==> config.mk <==
export PLATFORM = sky130hd
export DESIGN_NAME = mips_mc_control_hs_flat
export DESIGN_NICKNAME = d
export VERILOG_FILES = /design/src/rtl/mips_pkg.sv /design/src/rtl/mips_mc_control_hs_if.sv /design/src/rtl/mips_alu_decoder.sv /design/src/rtl/mips_mc_control_hs.sv /design/src/flat_wrapper.sv
export SDC_FILE = /design/constraint.sdc
export NUM_CORES = 1
export LEC_CHECK = 0
export CORE_MARGIN = 4
export CORE_UTILIZATION = 51
export CTS_BUF_LIST = sky130_fd_sc_hd__clkbuf_8
export DETAILED_ROUTE_END_ITERATION = 6
export GPL_ROUTABILITY_DRIVEN = 0
export PLACE_DENSITY = 0.94
export SYNTH_ARGS = -nofsm -noshare
export SYNTH_HDL_FRONTEND = slang
export SYNTH_HIERARCHICAL = 1
export SYNTH_SLANG_ARGS = --single-unit
==> constraint.sdc <==
create_clock -name clk -period 4.7 [get_ports clk]
set_clock_uncertainty 0.05 [all_clocks]
set_input_delay 0.94 -clock clk [delete_from_list [all_inputs] [get_ports clk]]
set_output_delay 0.94 -clock clk [all_outputs]
set_load 0.005 [all_outputs]
==> src/rtl/mips_pkg.sv <==
// rtl/mips_pkg.sv - shared states, opcodes, funct codes and ALU codes for the multicycle controller
package mips_pkg;

  typedef enum logic [3:0] {
    S_FETCH, S_DECODE, S_MEMADR, S_MEMRD, S_MEMWB, S_MEMWR, S_EXEC,
    S_ALUWB, S_IEXEC, S_IWB, S_BRANCH, S_JUMP, S_TRAP
  } state_t;

  typedef enum logic [1:0] {AOP_ADD, AOP_SUB, AOP_FUNCT, AOP_IMM} aluop_t;

  localparam logic [5:0] OP_RTYPE = 6'h00;
  localparam logic [5:0] OP_LW    = 6'h23;
  localparam logic [5:0] OP_SW    = 6'h2B;
  localparam logic [5:0] OP_BEQ   = 6'h04;
  localparam logic [5:0] OP_BNE   = 6'h05;
  localparam logic [5:0] OP_ADDI  = 6'h08;
  localparam logic [5:0] OP_ANDI  = 6'h0C;
  localparam logic [5:0] OP_ORI   = 6'h0D;
  localparam logic [5:0] OP_J     = 6'h02;

  localparam logic [5:0] FN_ADD = 6'h20;
  localparam logic [5:0] FN_SUB = 6'h22;
  localparam logic [5:0] FN_AND = 6'h24;
  localparam logic [5:0] FN_OR  = 6'h25;
  localparam logic [5:0] FN_SLT = 6'h2A;

  localparam logic [2:0] ALU_ADD = 3'b010;
  localparam logic [2:0] ALU_SUB = 3'b110;
  localparam logic [2:0] ALU_AND = 3'b000;
  localparam logic [2:0] ALU_OR  = 3'b001;
  localparam logic [2:0] ALU_SLT = 3'b111;

  function automatic logic is_mem_state(state_t s);
    return (s == S_FETCH) || (s == S_MEMRD) || (s == S_MEMWR);
  endfunction

endpackage

==> src/rtl/mips_mc_control_hs_if.sv <==
// rtl/mips_mc_control_hs_if.sv - IR fields, memory handshake and datapath control bundle
interface mips_mc_control_hs_if #(
  parameter int ALUCTRL_W = 3
);
  logic [5:0]           op;
  logic [5:0]           funct;
  logic                 mem_ready;
  logic                 overflow;
  logic                 mem_req;
  logic                 MemWrite;
  logic                 IorD;
  logic                 ALUSrcA;
  logic [1:0]           ALUSrcB;
  logic                 ExtSel;
  logic                 IRWrite;
  logic                 PCWrite;
  logic                 Branch;
  logic                 BranchNE;
  logic [1:0]           PCSrc;
  logic                 RegWrite;
  logic                 RegDst;
  logic                 MemtoReg;
  logic [ALUCTRL_W-1:0] ALUControl;
  logic                 EPCWrite;
  logic                 illegal_op;
  logic                 bus_error;

  modport master (
    input  op, funct, mem_ready, overflow,
    output mem_req, MemWrite, IorD, ALUSrcA, ALUSrcB, ExtSel, IRWrite, PCWrite,
           Branch, BranchNE, PCSrc, RegWrite, RegDst, MemtoReg, ALUControl,
           EPCWrite, illegal_op, bus_error
  );

  modport slave (
    output op, funct, mem_ready, overflow,
    input  mem_req, MemWrite, IorD, ALUSrcA, ALUSrcB, ExtSel, IRWrite, PCWrite,
           Branch, BranchNE, PCSrc, RegWrite, RegDst, MemtoReg, ALUControl,
           EPCWrite, illegal_op, bus_error
  );
endinterface

==> src/rtl/mips_alu_decoder.sv <==
// rtl/mips_alu_decoder.sv - maps ALU operation class plus op/funct to ALUControl, ExtSel and legality
module mips_alu_decoder
  import mips_pkg::*;
#(
  parameter int ALUCTRL_W    = 3,
  parameter int EN_LOGIC_IMM = 1
) (
  input  aluop_t               aluop_i,
  input  logic [5:0]           op_i,
  input  logic [5:0]           funct_i,
  output logic [ALUCTRL_W-1:0] alu_ctrl_o,
  output logic                 ext_sel_o,
  output logic                 legal_o
);

  logic [2:0] code;

  // Unknown functs fall back to add so the ALU input stays well-defined
  always_comb begin
    code      = ALU_ADD;
    ext_sel_o = 1'b0;
    legal_o   = 1'b1;
    case (aluop_i)
      AOP_SUB: code = ALU_SUB;
      AOP_FUNCT: begin
        case (funct_i)
          FN_ADD:  code = ALU_ADD;
          FN_SUB:  code = ALU_SUB;
          FN_AND:  code = ALU_AND;
          FN_OR:   code = ALU_OR;
          FN_SLT:  code = ALU_SLT;
          default: legal_o = 1'b0;
        endcase
      end
      AOP_IMM: begin
        case (op_i)
          OP_ADDI: code = ALU_ADD;
          OP_ANDI: begin
            code      = ALU_AND;
            ext_sel_o = 1'b1;
            legal_o   = (EN_LOGIC_IMM != 0);
          end
          OP_ORI: begin
            code      = ALU_OR;
            ext_sel_o = 1'b1;
            legal_o   = (EN_LOGIC_IMM != 0);
          end
          default: legal_o = 1'b0;
        endcase
      end
      default: code = ALU_ADD;
    endcase
  end

  assign alu_ctrl_o = ALUCTRL_W'(code);

endmodule

==> src/rtl/mips_mc_control_hs.sv <==
// rtl/mips_mc_control_hs.sv - multicycle MIPS32 control FSM with memory handshake, watchdog and traps
module mips_mc_control_hs
  import mips_pkg::*;
#(
  parameter int ALUCTRL_W    = 3,
  parameter int WAIT_LIMIT   = 16,
  parameter int EN_LOGIC_IMM = 1,
  parameter int TRAP_ILLEGAL = 1
) (
  input logic                  clk,
  input logic                  rst,
  mips_mc_control_hs_if.master bus
);

  localparam int CNT_W = (WAIT_LIMIT > 2) ? $clog2(WAIT_LIMIT) : 1;
  localparam logic [CNT_W-1:0] CNT_LAST = CNT_W'((WAIT_LIMIT > 0) ? WAIT_LIMIT - 1 : 0);

  state_t               state_q, state_d;
  logic [CNT_W-1:0]     wait_cnt_q, wait_cnt_d;
  logic                 illegal_q, illegal_d;
  logic                 bus_err_q, bus_err_d;
  logic                 raise_illegal;
  logic                 in_mem_wait;
  logic                 wd_expire;
  aluop_t               aluop;
  logic [ALUCTRL_W-1:0] alu_ctrl;
  logic                 ext_sel;
  logic                 funct_legal;

  mips_alu_decoder #(
    .ALUCTRL_W    (ALUCTRL_W),
    .EN_LOGIC_IMM (EN_LOGIC_IMM)
  ) u_alu_dec (
    .aluop_i    (aluop),
    .op_i       (bus.op),
    .funct_i    (bus.funct),
    .alu_ctrl_o (alu_ctrl),
    .ext_sel_o  (ext_sel),
    .legal_o    (funct_legal)
  );

  assign in_mem_wait = is_mem_state(state_q) && !bus.mem_ready;
  assign wd_expire   = (WAIT_LIMIT != 0) && in_mem_wait && (wait_cnt_q == CNT_LAST);

  always_comb begin
    state_d       = state_q;
    illegal_d     = illegal_q;
    bus_err_d     = bus_err_q;
    raise_illegal = 1'b0;
    case (state_q)
      S_FETCH: begin
        if (bus.mem_ready) state_d = S_DECODE;
        else if (wd_expire) begin
          state_d   = S_TRAP;
          bus_err_d = 1'b1;
        end
      end
      S_DECODE: begin
        case (bus.op)
          OP_LW, OP_SW:     state_d = S_MEMADR;
          OP_RTYPE:         state_d = S_EXEC;
          OP_BEQ, OP_BNE:   state_d = S_BRANCH;
          OP_ADDI:          state_d = S_IEXEC;
          OP_ANDI, OP_ORI: begin
            if (EN_LOGIC_IMM != 0) state_d = S_IEXEC;
            else raise_illegal = 1'b1;
          end
          OP_J:             state_d = S_JUMP;
          default:          raise_illegal = 1'b1;
        endcase
      end
      S_MEMADR: state_d = (bus.op == OP_SW) ? S_MEMWR : S_MEMRD;
      S_MEMRD, S_MEMWR: begin
        if (bus.mem_ready) state_d = (state_q == S_MEMRD) ? S_MEMWB : S_FETCH;
        else if (wd_expire) begin
          state_d   = S_TRAP;
          bus_err_d = 1'b1;
        end
      end
      S_EXEC: begin
        if (funct_legal) state_d = S_ALUWB;
        else raise_illegal = 1'b1;
      end
      S_ALUWB:  state_d = (bus.funct == FN_ADD && bus.overflow) ? S_TRAP : S_FETCH;
      S_IEXEC:  state_d = S_IWB;
      S_IWB:    state_d = (bus.op == OP_ADDI && bus.overflow) ? S_TRAP : S_FETCH;
      default:  state_d = S_FETCH;
    endcase
    if (raise_illegal) begin
      if (TRAP_ILLEGAL != 0) begin
        state_d   = S_TRAP;
        illegal_d = 1'b1;
      end else begin
        state_d = S_FETCH;
      end
    end
    // Counter only survives a cycle that stays in the same waiting memory state
    wait_cnt_d = (in_mem_wait && state_d == state_q) ? wait_cnt_q + 1'b1 : '0;
  end

  always_ff @(posedge clk) begin
    if (rst) begin
      state_q    <= S_FETCH;
      wait_cnt_q <= '0;
      illegal_q  <= 1'b0;
      bus_err_q  <= 1'b0;
    end else begin
      state_q    <= state_d;
      wait_cnt_q <= wait_cnt_d;
      illegal_q  <= illegal_d;
      bus_err_q  <= bus_err_d;
    end
  end

  always_comb begin
    case (state_q)
      S_EXEC:   aluop = AOP_FUNCT;
      S_IEXEC:  aluop = AOP_IMM;
      S_BRANCH: aluop = AOP_SUB;
      default:  aluop = AOP_ADD;
    endcase
  end

  always_comb begin
    bus.mem_req    = 1'b0;
    bus.MemWrite   = 1'b0;
    bus.IorD       = 1'b0;
    bus.ALUSrcA    = 1'b0;
    bus.ALUSrcB    = 2'b00;
    bus.ExtSel     = ext_sel;
    bus.IRWrite    = 1'b0;
    bus.PCWrite    = 1'b0;
    bus.Branch     = 1'b0;
    bus.BranchNE   = 1'b0;
    bus.PCSrc      = 2'b00;
    bus.RegWrite   = 1'b0;
    bus.RegDst     = 1'b0;
    bus.MemtoReg   = 1'b0;
    bus.ALUControl = alu_ctrl;
    bus.EPCWrite   = 1'b0;
    case (state_q)
      S_FETCH: begin
        bus.mem_req = 1'b1;
        bus.ALUSrcB = 2'b01;
        bus.IRWrite = bus.mem_ready;
        bus.PCWrite = bus.mem_ready;
      end
      S_DECODE: bus.ALUSrcB = 2'b11;
      S_MEMADR: begin
        bus.ALUSrcA = 1'b1;
        bus.ALUSrcB = 2'b10;
      end
      S_MEMRD: begin
        bus.IorD    = 1'b1;
        bus.mem_req = 1'b1;
      end
      S_MEMWB: begin
        bus.RegWrite = 1'b1;
        bus.MemtoReg = 1'b1;
      end
      S_MEMWR: begin
        bus.IorD     = 1'b1;
        bus.mem_req  = 1'b1;
        bus.MemWrite = 1'b1;
      end
      S_EXEC: bus.ALUSrcA = 1'b1;
      S_ALUWB: begin
        bus.RegDst   = 1'b1;
        bus.RegWrite = !(bus.funct == FN_ADD && bus.overflow);
      end
      S_IEXEC: begin
        bus.ALUSrcA = 1'b1;
        bus.ALUSrcB = 2'b10;
      end
      S_IWB: bus.RegWrite = !(bus.op == OP_ADDI && bus.overflow);
      S_BRANCH: begin
        bus.ALUSrcA  = 1'b1;
        bus.PCSrc    = 2'b01;
        bus.Branch   = (bus.op == OP_BEQ);
        bus.BranchNE = (bus.op == OP_BNE);
      end
      S_JUMP: begin
        bus.PCSrc   = 2'b10;
        bus.PCWrite = 1'b1;
      end
      S_TRAP: begin
        bus.EPCWrite = 1'b1;
        bus.PCSrc    = 2'b11;
        bus.PCWrite  = 1'b1;
      end
      default: bus.mem_req = 1'b0;
    endcase
    if (rst) begin
      bus.mem_req  = 1'b0;
      bus.MemWrite = 1'b0;
      bus.IRWrite  = 1'b0;
      bus.PCWrite  = 1'b0;
      bus.Branch   = 1'b0;
      bus.BranchNE = 1'b0;
      bus.RegWrite = 1'b0;
      bus.EPCWrite = 1'b0;
    end
  end

  assign bus.illegal_op = illegal_q;
  assign bus.bus_error  = bus_err_q;

endmodule

==> src/flat_wrapper.sv <==
// flat-port wrapper written by rule: the top's interface ports become plain ports
module mips_mc_control_hs_flat import mips_pkg::*;
#(
  parameter int ALUCTRL_W    = 3,
  parameter int WAIT_LIMIT   = 16,
  parameter int EN_LOGIC_IMM = 1,
  parameter int TRAP_ILLEGAL = 1
)
  (clk, rst, bus_op, bus_funct, bus_mem_ready, bus_overflow, bus_mem_req, bus_MemWrite, bus_IorD, bus_ALUSrcA, bus_ALUSrcB, bus_ExtSel, bus_IRWrite, bus_PCWrite, bus_Branch, bus_BranchNE, bus_PCSrc, bus_RegWrite, bus_RegDst, bus_MemtoReg, bus_ALUControl, bus_EPCWrite, bus_illegal_op, bus_bus_error);
  mips_mc_control_hs_if #(.ALUCTRL_W(ALUCTRL_W)) bus_i ();
  input logic clk;
  input logic rst;
  input wire logic [$bits(bus_i.op)-1:0] bus_op;
  input wire logic [$bits(bus_i.funct)-1:0] bus_funct;
  input wire logic [$bits(bus_i.mem_ready)-1:0] bus_mem_ready;
  input wire logic [$bits(bus_i.overflow)-1:0] bus_overflow;
  output wire logic [$bits(bus_i.mem_req)-1:0] bus_mem_req;
  output wire logic [$bits(bus_i.MemWrite)-1:0] bus_MemWrite;
  output wire logic [$bits(bus_i.IorD)-1:0] bus_IorD;
  output wire logic [$bits(bus_i.ALUSrcA)-1:0] bus_ALUSrcA;
  output wire logic [$bits(bus_i.ALUSrcB)-1:0] bus_ALUSrcB;
  output wire logic [$bits(bus_i.ExtSel)-1:0] bus_ExtSel;
  output wire logic [$bits(bus_i.IRWrite)-1:0] bus_IRWrite;
  output wire logic [$bits(bus_i.PCWrite)-1:0] bus_PCWrite;
  output wire logic [$bits(bus_i.Branch)-1:0] bus_Branch;
  output wire logic [$bits(bus_i.BranchNE)-1:0] bus_BranchNE;
  output wire logic [$bits(bus_i.PCSrc)-1:0] bus_PCSrc;
  output wire logic [$bits(bus_i.RegWrite)-1:0] bus_RegWrite;
  output wire logic [$bits(bus_i.RegDst)-1:0] bus_RegDst;
  output wire logic [$bits(bus_i.MemtoReg)-1:0] bus_MemtoReg;
  output wire logic [$bits(bus_i.ALUControl)-1:0] bus_ALUControl;
  output wire logic [$bits(bus_i.EPCWrite)-1:0] bus_EPCWrite;
  output wire logic [$bits(bus_i.illegal_op)-1:0] bus_illegal_op;
  output wire logic [$bits(bus_i.bus_error)-1:0] bus_bus_error;
  assign bus_i.op = bus_op;
  assign bus_i.funct = bus_funct;
  assign bus_i.mem_ready = bus_mem_ready;
  assign bus_i.overflow = bus_overflow;
  assign bus_mem_req = bus_i.mem_req;
  assign bus_MemWrite = bus_i.MemWrite;
  assign bus_IorD = bus_i.IorD;
  assign bus_ALUSrcA = bus_i.ALUSrcA;
  assign bus_ALUSrcB = bus_i.ALUSrcB;
  assign bus_ExtSel = bus_i.ExtSel;
  assign bus_IRWrite = bus_i.IRWrite;
  assign bus_PCWrite = bus_i.PCWrite;
  assign bus_Branch = bus_i.Branch;
  assign bus_BranchNE = bus_i.BranchNE;
  assign bus_PCSrc = bus_i.PCSrc;
  assign bus_RegWrite = bus_i.RegWrite;
  assign bus_RegDst = bus_i.RegDst;
  assign bus_MemtoReg = bus_i.MemtoReg;
  assign bus_ALUControl = bus_i.ALUControl;
  assign bus_EPCWrite = bus_i.EPCWrite;
  assign bus_illegal_op = bus_i.illegal_op;
  assign bus_bus_error = bus_i.bus_error;
  mips_mc_control_hs #(.ALUCTRL_W(ALUCTRL_W), .WAIT_LIMIT(WAIT_LIMIT), .EN_LOGIC_IMM(EN_LOGIC_IMM), .TRAP_ILLEGAL(TRAP_ILLEGAL)) u_core (.clk(clk), .rst(rst), .bus(bus_i));
endmodule
Yosys cells after proc, flatten, opt, wreduce, memory -nomap -nowiden --
Cells that the tools add are included. Widths: inputs -> output; s select.
Operators by class: muxes and demuxes 45, equal/unequal tests 30, bitwise logic cells 2, add/subtract/negate cells 1, reduce and logical (&&, ||, !) cells 25
Operators by type and width (count):
- $eq 6x6->1 const B | 7
- $pmux 4 s8 | 1
- $mux 4 | 7
- $eq 4x4->1 const B | 6
- $mux 1 | 24
- $pmux 4 s5 | 1
- $eq 6x4->1 const B | 3
- $pmux 2 s3 | 3
- $eq 4x3->1 const B | 4
- $reduce_or 2->1 | 7
- $eq 6x3->1 const B | 2
- $pmux 3 s4 | 1
- $pmux 3 s3 | 1
- $reduce_or 9->1 | 1
- $eq 4x2->1 const B | 2
- $eq 6x2->1 const B | 1
- $logic_not 6->1 | 1
- $mux 3 | 2
- $pmux 1 s2 | 3
- $reduce_or 3->1 | 2
- $logic_and 1x1->1 | 5
- $reduce_or 5->1 | 1
- $add 4x1->4 const B | 1
- $eq 2x2->1 const B | 2
- other kinds (11) | 15
Word-level totals: bits in registers 10, output and inout port bits 22, input bits 16

Longest topological paths before layout --
Gate-level depths: netlist of run 1.
depth in word-level cells 13, depth in mapped cells 11

Modules after synthesis --
Netlist of run 1, hierarchy kept.
By module, submodules not included:
- mips_mc_control_hs | instances 1, area an instance 1013.5 µm², cells an instance 136
- mips_alu_decoder | instances 1, area an instance 136.4 µm², cells an instance 20

Worst setup path before layout of run 1 --
OpenSTA, ideal clock, no wires.
path kind input to output, start point input bus_op[1], end point output bus_Branch, buffers on the path 0, cell stages on the path 4, data required time 3.710 ns, slack 2.020 ns, arrival 1.690 ns, cell sequence or2_2 nor3b_1 nand4_1 nor2_1
On the way: word-level cells in the longest chain between the ends 3
Ends and longest elaborated chain:
- start: declaration | RTL line flat_wrapper.sv:13 | input wire logic [$bits(bus_i.op)-1:0] bus_op;
- $eq 6x3->1 | RTL line mips_mc_control_hs.sv:179 | bus.Branch = (bus.op == OP_BEQ);
- $mux 1 | RTL line mips_mc_control_hs.sv:141 | case (state_q)
- $mux 1 | RTL line mips_mc_control_hs.sv:193 | if (rst) begin
- end: declaration | RTL line flat_wrapper.sv:25 | output wire logic [$bits(bus_i.Branch)-1:0] bus_Branch;
No other way between the ends.

Worst setup path after layout of run 1 --
Ends and elaborated chain as after synthesis.

==> out/qor.txt, run 1 <==
# DRC: 0
Clk pwr share: 17.6%
Diodes inserted: 0
Final Instance Area: 1553 sq um
Layout Utilization: 76.04%
Status: finished, final reports clean
Crit. End Element: output pin
CTS tree: built
Total core area: 2042 sq um
Family with the most delay on the worst path: buffers and inverters
Number of core rows: 16
Top-area cell type share of the netlist area: 17.41%
Drt total wl: 3336 um
Internal power: 0.3594 mW
Area leader, netlist: dfxtp_1
DRT iter0 DRCs: 42
Gate Count Post-Synth: 156
Mapped Nets: 173
Main synth FF type: dfxtp_1
Share of synthesized flip-flops with an asynchronous set or reset: 0%
Vias per cell: 6.266
Clock root buffer: clkbuf_8
Setup TNS: 0 ns
Placed cell areas: 1498 sq um
Routed wire per std cell: 15.59 um
Post-CTS setup buffers: 0
Worst skew pair latency: 0.23 ns
First-pass GRT wire length: 5602 um
Max rail drop VDD: 0.2376 mV
Filler cell count: 166
CTS Buffer Depth: 2
CTS Hold Buffers Added: 0
Ys Warns: 6
GRT Overall Usage: 21.71%
Leak: 0.5210 nW
Clock Sinks: 10
Max_cap viols: 0
Total number of vias: 1341
Worst Path Buf+Inv: 2
Crit share post-route: 83.84%
Slew of the pin with the lowest slew margin: 0.7625 ns
Initial antenna violation count: 0
DIE HEIGHT: 55.48 um
Gate power share: 54.8%
Setup CP Type: in -> out
Number of global-route vias before repair: 1270
Syn Std Cell Area: 1150 sq um
#FFs+latches synth: 10
Number of H-tree levels: 1
Startpoint types: input port
Layout cell share with drive strength beyond 1: 8.021%
Port bufs: 37
Initial core utilization: 56.31%
Area growth, synth to finish: 35.04%
Overall Power: 0.6046 mW
Reg clk slew, reported paths: 0.05 ns
Number of buffers created by CTS: 3
Switching pwr: 0.2452 mW
Post-CTS Resized: 0
Die width: 55.48 um
Post-layout min period: 3.940 ns
CP max FO: 9
Hold Violations, Final: 0
CP max stage delay: 0.55 ns
Required time worst endpoint: 3.71 ns
Achievable Freq: 0.2538 GHz
Multi-input combinational cell area: 874.6 sq um
Final Max Tran Viols: 0
Post-synth EDFFs: 0
Seq/Total Area, Yosys: 17.41%
Full die area: 3078 sq um
RSZ-0062 raised after global routing: no
IO Count: 38
Antenna Nets Post-Route: 0
Largest net degree at the start of global routing: 25
Seq pwr share: 27.6%
Crit path DAT: 2.95 ns
Final setup viols: 0
Avg Synthesized Cell Area: 7.371 sq um
Critical-path cell list: clkdlybuf4s50_1 -> or2_2 -> nor3b_1 -> nand4_1 -> nor2_1 -> clkdlybuf4s50_1
Switch share: 40.55%
Flip-flop and latch area: 200.2 sq um
Final #Nets: 205
Dominant cells by area after synthesis: dfxtp_1, nor2_1, a21oi_1
Slew Limit Headroom: 49.10%
Grt ovf: 0
Most common cell on crit path: clkdlybuf4s50_1
Distinct cells, synth: 52
Hold WC Path Type: reg -> reg
Hpwl dp: 2502 um
Power Density: 389.4 nW/um^2
CP max-delay cell: clkdlybuf4s50_1
DR pass1 iterations: 4
==> metrics by stage <==
step | std cells | hold WS (ns) | worst slack, ns
after floorplan | 156 | 0.3779 | 2.020
after global placement | 210 | 0.3921 | 0.8657
after detailed placement | 210 | 0.4108 | 0.8047
after CTS | 214 | 0.4194 | 0.7779
after global routing | 214 | 0.4325 | 0.5913
final | 214 | 0.4141 | 0.7596
==> cell usage after synthesis, types with 2 or more instances <==
cell type,number
nor4b_2,2
nand2_1,3
nand2b_1,8
a32o_1,2
a21oi_1,12
dfxtp_1,10
nand4_1,3
nor3_2,3
a31oi_1,3
and2_1,4
buf_4,2
inv_1,5
xnor2_1,3
nor3_1,6
o21ai_1,2
o21ai_0,5
or3_1,2
nor3b_1,6
buf_2,3
nand3b_1,4
a22oi_1,2
nor2_1,17
xor2_1,2
clkbuf_1,3
and3_1,4
nor4b_1,2
o21a_1,3
nor2b_1,3
nand3_1,8
nand4b_1,2
==> final cells by class <==
class / count / share of cell area (%)
flip-flops and latches: 10 / 12.89
clock buffers: 4 / 3.546
multi-input cells: 131 / 56.33
repair buffers: 37 / 23.85
inverters: 5 / 1.209
well taps: 27 / 2.176
==> cell families (layout without fill, tap and decap cells) <==
family | after synthesis | count (layout) | synth area share [%]
and+or+nand+nor | 86 | 86 | 47.99
AOI/OAI and AO/OA | 38 | 38 | 22.31
buffers and inverters | 15 | 46 | 6.528
DFF | 10 | 10 | 17.41
xor gates and xnor gates | 5 | 5 | 3.809
adders and majority gates | 1 | 1 | 1.088
muxes | 1 | 1 | 0.8705
==> worst paths after layout <==
kind                   startpoint                   end  slack [ns]  cells after the start
max                     bus_op[1]            bus_Branch        0.76                      6
min          u_core/wait_cnt_q[0]  u_core/wait_cnt_q[0]        0.41                      1
max reg2reg     u_core/state_q[2]     u_core/state_q[2]        1.94                      9
min reg2reg  u_core/wait_cnt_q[0]  u_core/wait_cnt_q[0]        0.41                      1
==> metal layers <==
metal  up-vias  wire length, um  track usage, %
met2        70             1640           37.33
met1       608             1358           24.97
li1        655                -               -
met5         -                0               0
met4         0               72           11.46
met3         8              265           4.429
==> cell usage in the layout (no fill, tap or decap), types with 3 or more instances in the layout <==
cell type	instances
clkdlybuf4s50_1	37
nand3_1	8
clkbuf_8	4
nand4_1	3
xnor2_1	3
nor3_1	6
inv_1	5
nor3_2	3
dfxtp_1	10
a31oi_1	3
a21oi_1	12
nor3b_1	6
and2_1	4
o21a_1	3
nor2b_1	3
nand2_1	3
nand3b_1	4
nor2_1	17
nand2b_1	8
and3_1	4
o21ai_0	5
==> worst register-to-register path, delay by kind of cell (launching register included) <==
family | cells | cell delay, ns
and+or+nand+nor | 6 | 1.12
DFF | 1 | 0.78
AOI/OAI and AO/OA | 3 | 0.68
==> state kept, by name, summed over array words and instances, names as in the netlist <==
signal / count
u_core/wait_cnt_q: 4
u_core/bus.illegal_op: 1
u_core/bus.bus_error: 1
u_core/state_q: 4
==> power groups by stage <==
| stage | Sequential, mW | Combinational [mW] | Clock (mW) |
|---|---|---|---|
| after floorplan | 0.118 | 0.250 | 0 |
| after global placement | 0.163 | 0.317 | 0 |
| after detailed placement | 0.167 | 0.326 | 0 |
| after CTS | 0.165 | 0.329 | 0.108 |
| after global routing | 0.176 | 0.363 | 0.111 |
| final | 0.167 | 0.332 | 0.106 |
Power figures use the tool's default switching activity.
==> run 2: changes to the inputs <==
--- a/config.mk
+++ b/config.mk
@@ -6,11 +6,11 @@
 export NUM_CORES = 1
 export LEC_CHECK = 0
 export CORE_MARGIN = 4
-export CORE_UTILIZATION = 51
+export CORE_UTILIZATION = 47
 export CTS_BUF_LIST = sky130_fd_sc_hd__clkbuf_8
 export DETAILED_ROUTE_END_ITERATION = 6
 export GPL_ROUTABILITY_DRIVEN = 0
-export PLACE_DENSITY = 0.94
+export PLACE_DENSITY = 0.88
 export SYNTH_ARGS = -nofsm -noshare
 export SYNTH_HDL_FRONTEND = slang
 export SYNTH_HIERARCHICAL = 1
==> constraint.sdc (replaced) <==
create_clock -name clk -period 3.9 [get_ports clk]
set_clock_uncertainty 0.05 [all_clocks]
set_input_delay 0.78 -clock clk [delete_from_list [all_inputs] [get_ports clk]]
set_output_delay 0.78 -clock clk [all_outputs]
set_load 0.005 [all_outputs]
==> out/qor.txt, run 2 (synthesized netlist as in run 1, its figures left out) <==
CP max FO: 9
Slew Limit Headroom: 51.31%
Diodes inserted: 0
Final Max Tran Viols: 0
Crit path DAT: 2.78 ns
Internal power: 0.4329 mW
Initial antenna violation count: 0
Full die area: 3302 sq um
Crit. End Element: output pin
Achievable Freq: 0.2769 GHz
Vias per cell: 6.112
Initial core utilization: 50.52%
Reg clk slew, reported paths: 0.05 ns
Clk pwr share: 17.7%
CTS Buffer Depth: 2
Number of buffers created by CTS: 3
Status: finished, final reports clean
Final Instance Area: 1554 sq um
Fin Hold WS: 0.4162 ns
Max rail drop VDD: 0.4033 mV
Die width: 57.46 um
Hpwl dp: 2384 um
Area growth, synth to finish: 35.15%
DRT iter0 DRCs: 54
CTS Hold Buffers Added: 0
Max_cap viols: 0
Power Density: 467.4 nW/um^2
Hold depth: 1
RSZ-0062 raised after global routing: no
Setup TNS: 0 ns
Gate power share: 54.6%
Slew of the pin with the lowest slew margin: 0.7294 ns
Layout Utilization: 68.28%
Final #Nets: 205
DR pass1 iterations: 4
First-pass GRT wire length: 5264 um
Commonest cells after routing, fill and taps aside: clkdlybuf4s50_1, nor2_1, a21oi_1, dfxtp_1
Switching pwr: 0.2934 mW
Clock root buffer: clkbuf_8
CTS tree: built
Post-layout min period: 3.612 ns
Post-CTS setup buffers: 0
GRT Overall Usage: 19.54%
Port bufs: 37
Number of global-route vias before repair: 1179
IO Count: 38
Post-CTS Resized: 0
Leak: 0.5210 nW
Hold Violations, Final: 0
DIE HEIGHT: 57.46 um
Total number of vias: 1314
Top flop regs: u_core/state_q (4), u_core/wait_cnt_q (4)
Routed wire per std cell: 14.68 um
R2r worst-path depth: 9
Drt total wl: 3157 um
Seq pwr share: 27.7%
Final setup viols: 0
Switch share: 40.39%
Clock Sinks: 10
Startpoint types: input port
Placed cell areas: 1499 sq um
Grt ovf: 0
Layout cell share with drive strength beyond 1: 8.021%
Number of core rows: 17
Setup CP Type: in -> out
Antenna Nets Post-Route: 0
Crit share post-route: 92.61%
Commonest non-fill, non-tap cell in the layout: clkdlybuf4s50_1
Total core area: 2276 sq um
Largest net degree at the start of global routing: 25
Required time worst endpoint: 3.07 ns
Number of H-tree levels: 1
Hold WC Path Type: reg -> reg
# DRC: 0
Worst skew pair latency: 0.24 ns
run 2: cell counts in the layout (fill, tap and decap cells not counted):
No cell type changed its count.
run 2: worst max-delay path, cell delays in order:
cell,delay [ns]
clkdlybuf4s50_1,0.56
or2_2,0.38
nor3b_1,0.26
nand4_1,0.15
nor2_1,0.14
clkdlybuf4s50_1,0.52
run 2: final cells by class:
class | instances | area, sq um
Tap cell | 28 | 35.03
Multi-Input combinational cell | 131 | 874.6
Inverter | 5 | 18.77
Timing Repair Buffer | 37 | 370.4
Clock buffer | 4 | 55.05
Fill cell | 198 | 721.9
Sequential cell | 10 | 200.2
run 2: layer usage:
| metal | track usage [%] | up-vias | part of all wire (%) |
|---|---|---|---|
| met1 | 24.90 | 602 | 43 |
| met3 | 3.620 | 7 | 6.7 |
| met5 | 0 | - | 0 |
| met4 | 9.934 | 0 | 1.9 |
| li1 | - | 650 | - |
| met2 | 31.13 | 55 | 49 |
run 2: worst paths after layout:
kind                         from              endpoint  slack (ns)
max                     bus_op[1]          bus_BranchNE        0.29
min          u_core/wait_cnt_q[0]  u_core/wait_cnt_q[0]        0.42
max reg2reg     u_core/state_q[2]     u_core/state_q[2]        1.13
min reg2reg  u_core/wait_cnt_q[0]  u_core/wait_cnt_q[0]        0.42
run 2: metrics by stage:
stage	instances	power, mW	setup WS (ns)
final	215	0.7263	0.2880
after global routing	215	0.7847	0.1544
after CTS	215	0.7259	0.2976
after detailed placement	211	0.5917	0.2986
after global placement	211	0.5793	0.3986
after floorplan	156	0.4438	1.517
run 2: power by group through the flow:
stage	logic (mW)	registers [mW]	clock network [mW]
floorplan	0.301	0.143	0
global placement	0.382	0.197	0
detailed placement	0.391	0.201	0
CTS	0.395	0.199	0.132
global route	0.435	0.211	0.138
finish	0.397	0.201	0.129
==> run 3: changes to the inputs <==
--- a/config.mk
+++ b/config.mk
@@ -6,11 +6,11 @@
 export NUM_CORES = 1
 export LEC_CHECK = 0
 export CORE_MARGIN = 4
-export CORE_UTILIZATION = 47
+export CORE_UTILIZATION = 35
 export CTS_BUF_LIST = sky130_fd_sc_hd__clkbuf_8
 export DETAILED_ROUTE_END_ITERATION = 6
 export GPL_ROUTABILITY_DRIVEN = 0
-export PLACE_DENSITY = 0.88
+export PLACE_DENSITY = 0.7
 export SYNTH_ARGS = -nofsm -noshare
 export SYNTH_HDL_FRONTEND = slang
 export SYNTH_HIERARCHICAL = 1
==> out/qor.txt, run 3 (synthesized netlist as in run 1, its figures left out) <==
Final Max Tran Viols: 0
DR pass1 iterations: 4
Clock Sinks: 10
Number of core rows: 20
Status: finished, final reports clean
Pre-CTS worst setup slack: 0.3363 ns
CTS Hold Buffers Added: 0
GRT Overall Usage: 15.84%
Post-layout min period: 3.569 ns
DIE HEIGHT: 65.32 um
Full die area: 4266 sq um
Vias per cell: 5.639
Area growth, synth to finish: 37.65%
Routed wire per std cell: 14.41 um
Worst skew pair latency: 0.23 ns
Largest net degree at the start of global routing: 24
Clock root buffer: clkbuf_8
Commonest non-fill, non-tap cell in the layout: clkdlybuf4s50_1
Port bufs: 37
First-pass GRT wire length: 5430 um
Final Non-Filler Cells: 233
Max_cap viols: 0
Die width: 65.32 um
Crit share post-route: 91.52%
Antenna Nets Post-Route: 0
Slew of the pin with the lowest slew margin: 0.7820 ns
Post-CTS Resized: 0
Top routing layer used: met4
Hold Violations, Final: 0
Met2 WL: 1610 um
Layout cell share with drive strength beyond 1: 8.995%
Max rail drop VDD: 0.2414 mV
Reg clk slew, reported paths: 0.04 ns
Setup CP Type: in -> out
WL met3: 199 um
Startpoint types: input port
Diodes inserted: 0
CTS tree: built
Final setup margin: 0.3309 ns
DRT iter0 DRCs: 104
Required time worst endpoint: 3.07 ns
Total number of vias: 1314
Slew Limit Headroom: 47.80%
IO Count: 38
Overall Power: 0.7122 mW
Initial antenna violation count: 0
Drt total wl: 3358 um
Final #Nets: 208
RSZ-0062 raised after global routing: no
Initial core utilization: 37.06%
Total core area: 3103 sq um
CTS Buffer Depth: 2
Number of global-route vias before repair: 1178
Leak: 0.5293 nW
Number of H-tree levels: 1
Grt ovf: 0
Commonest cells after routing, fill and taps aside: clkdlybuf4s50_1, nor2_1, a21oi_1, dfxtp_1
Placed cell areas: 1541 sq um
Number of buffers created by CTS: 3
M1 wire length: 1501 um
Final setup viols: 0
CP max FO: 9
Crit path DAT: 2.74 ns
Crit. End Element: output pin
Power Density: 450.0 nW/um^2
Achievable Freq: 0.2802 GHz
Filler cell count: 330
Hold WC Path Type: reg -> reg
Post-CTS setup buffers: 0
# DRC: 0
Final Instance Area: 1583 sq um
Top flop regs: u_core/state_q (4), u_core/wait_cnt_q (4)
Hpwl dp: 2519 um
Setup TNS: 0 ns
Placed cells: 230
run 3: cell types whose count changed in the layout (fill, tap and decap cells not counted), sizes merged:
cell / before / now
buf: 0 / 3
clkbuf: 4 / 3
run 3: worst max-delay path: stages:
cell	delay (ns)
clkdlybuf4s50_1	0.55
or2_2	0.37
nor3b_1	0.25
nand4_1	0.15
nor2_1	0.14
clkdlybuf4s50_1	0.51
run 3: final timing paths:
| kind | startpoint | endpoint | slack, ns | cells past startpoint |
|---|---|---|---|---|
| max | bus_op[1] | bus_Branch | 0.33 | 6 |
| min | u_core/bus.bus_error | u_core/bus.bus_error | 0.42 | 2 |
| max reg2reg | u_core/state_q[0] | u_core/state_q[2] | 1.27 | 8 |
| min reg2reg | u_core/bus.bus_error | u_core/bus.bus_error | 0.42 | 2 |
run 3: metrics by stage:
stage	util [%]	hold WS, ns
6_report	51.01	0.4188
5_1_grt	51.01	0.4528
4_1_cts	51.01	0.4247
3_5_place_dp	49.68	0.4120
3_3_place_gp	49.68	0.3893
2_1_floorplan	-	0.3779
run 3: per-layer routing:
layer	track usage, %	vias to the layer above
li1	-	647
met1	20.56	614
met2	26.30	47
met3	2.222	6
met4	6.218	0
met5	0	-
run 3: layout make-up:
cell class | instances | area [sq um] | area share (%)
timing repair buffer | 40 | 392.9 | 24.82
sequential | 10 | 200.2 | 12.65
tap | 44 | 55.05 | 3.478
multi-input combinational | 131 | 874.6 | 55.26
clock buffer | 3 | 41.29 | 2.609
inverter | 5 | 18.77 | 1.186
run 3: where the power goes:
part	leakage (nW)	internal (mW)	switching [mW]
logic	0.426	0.229	0.208
clock network	0.0216	0.0671	0.0353
registers	0.0814	0.125	0.0476
total	0.529	0.421	0.291
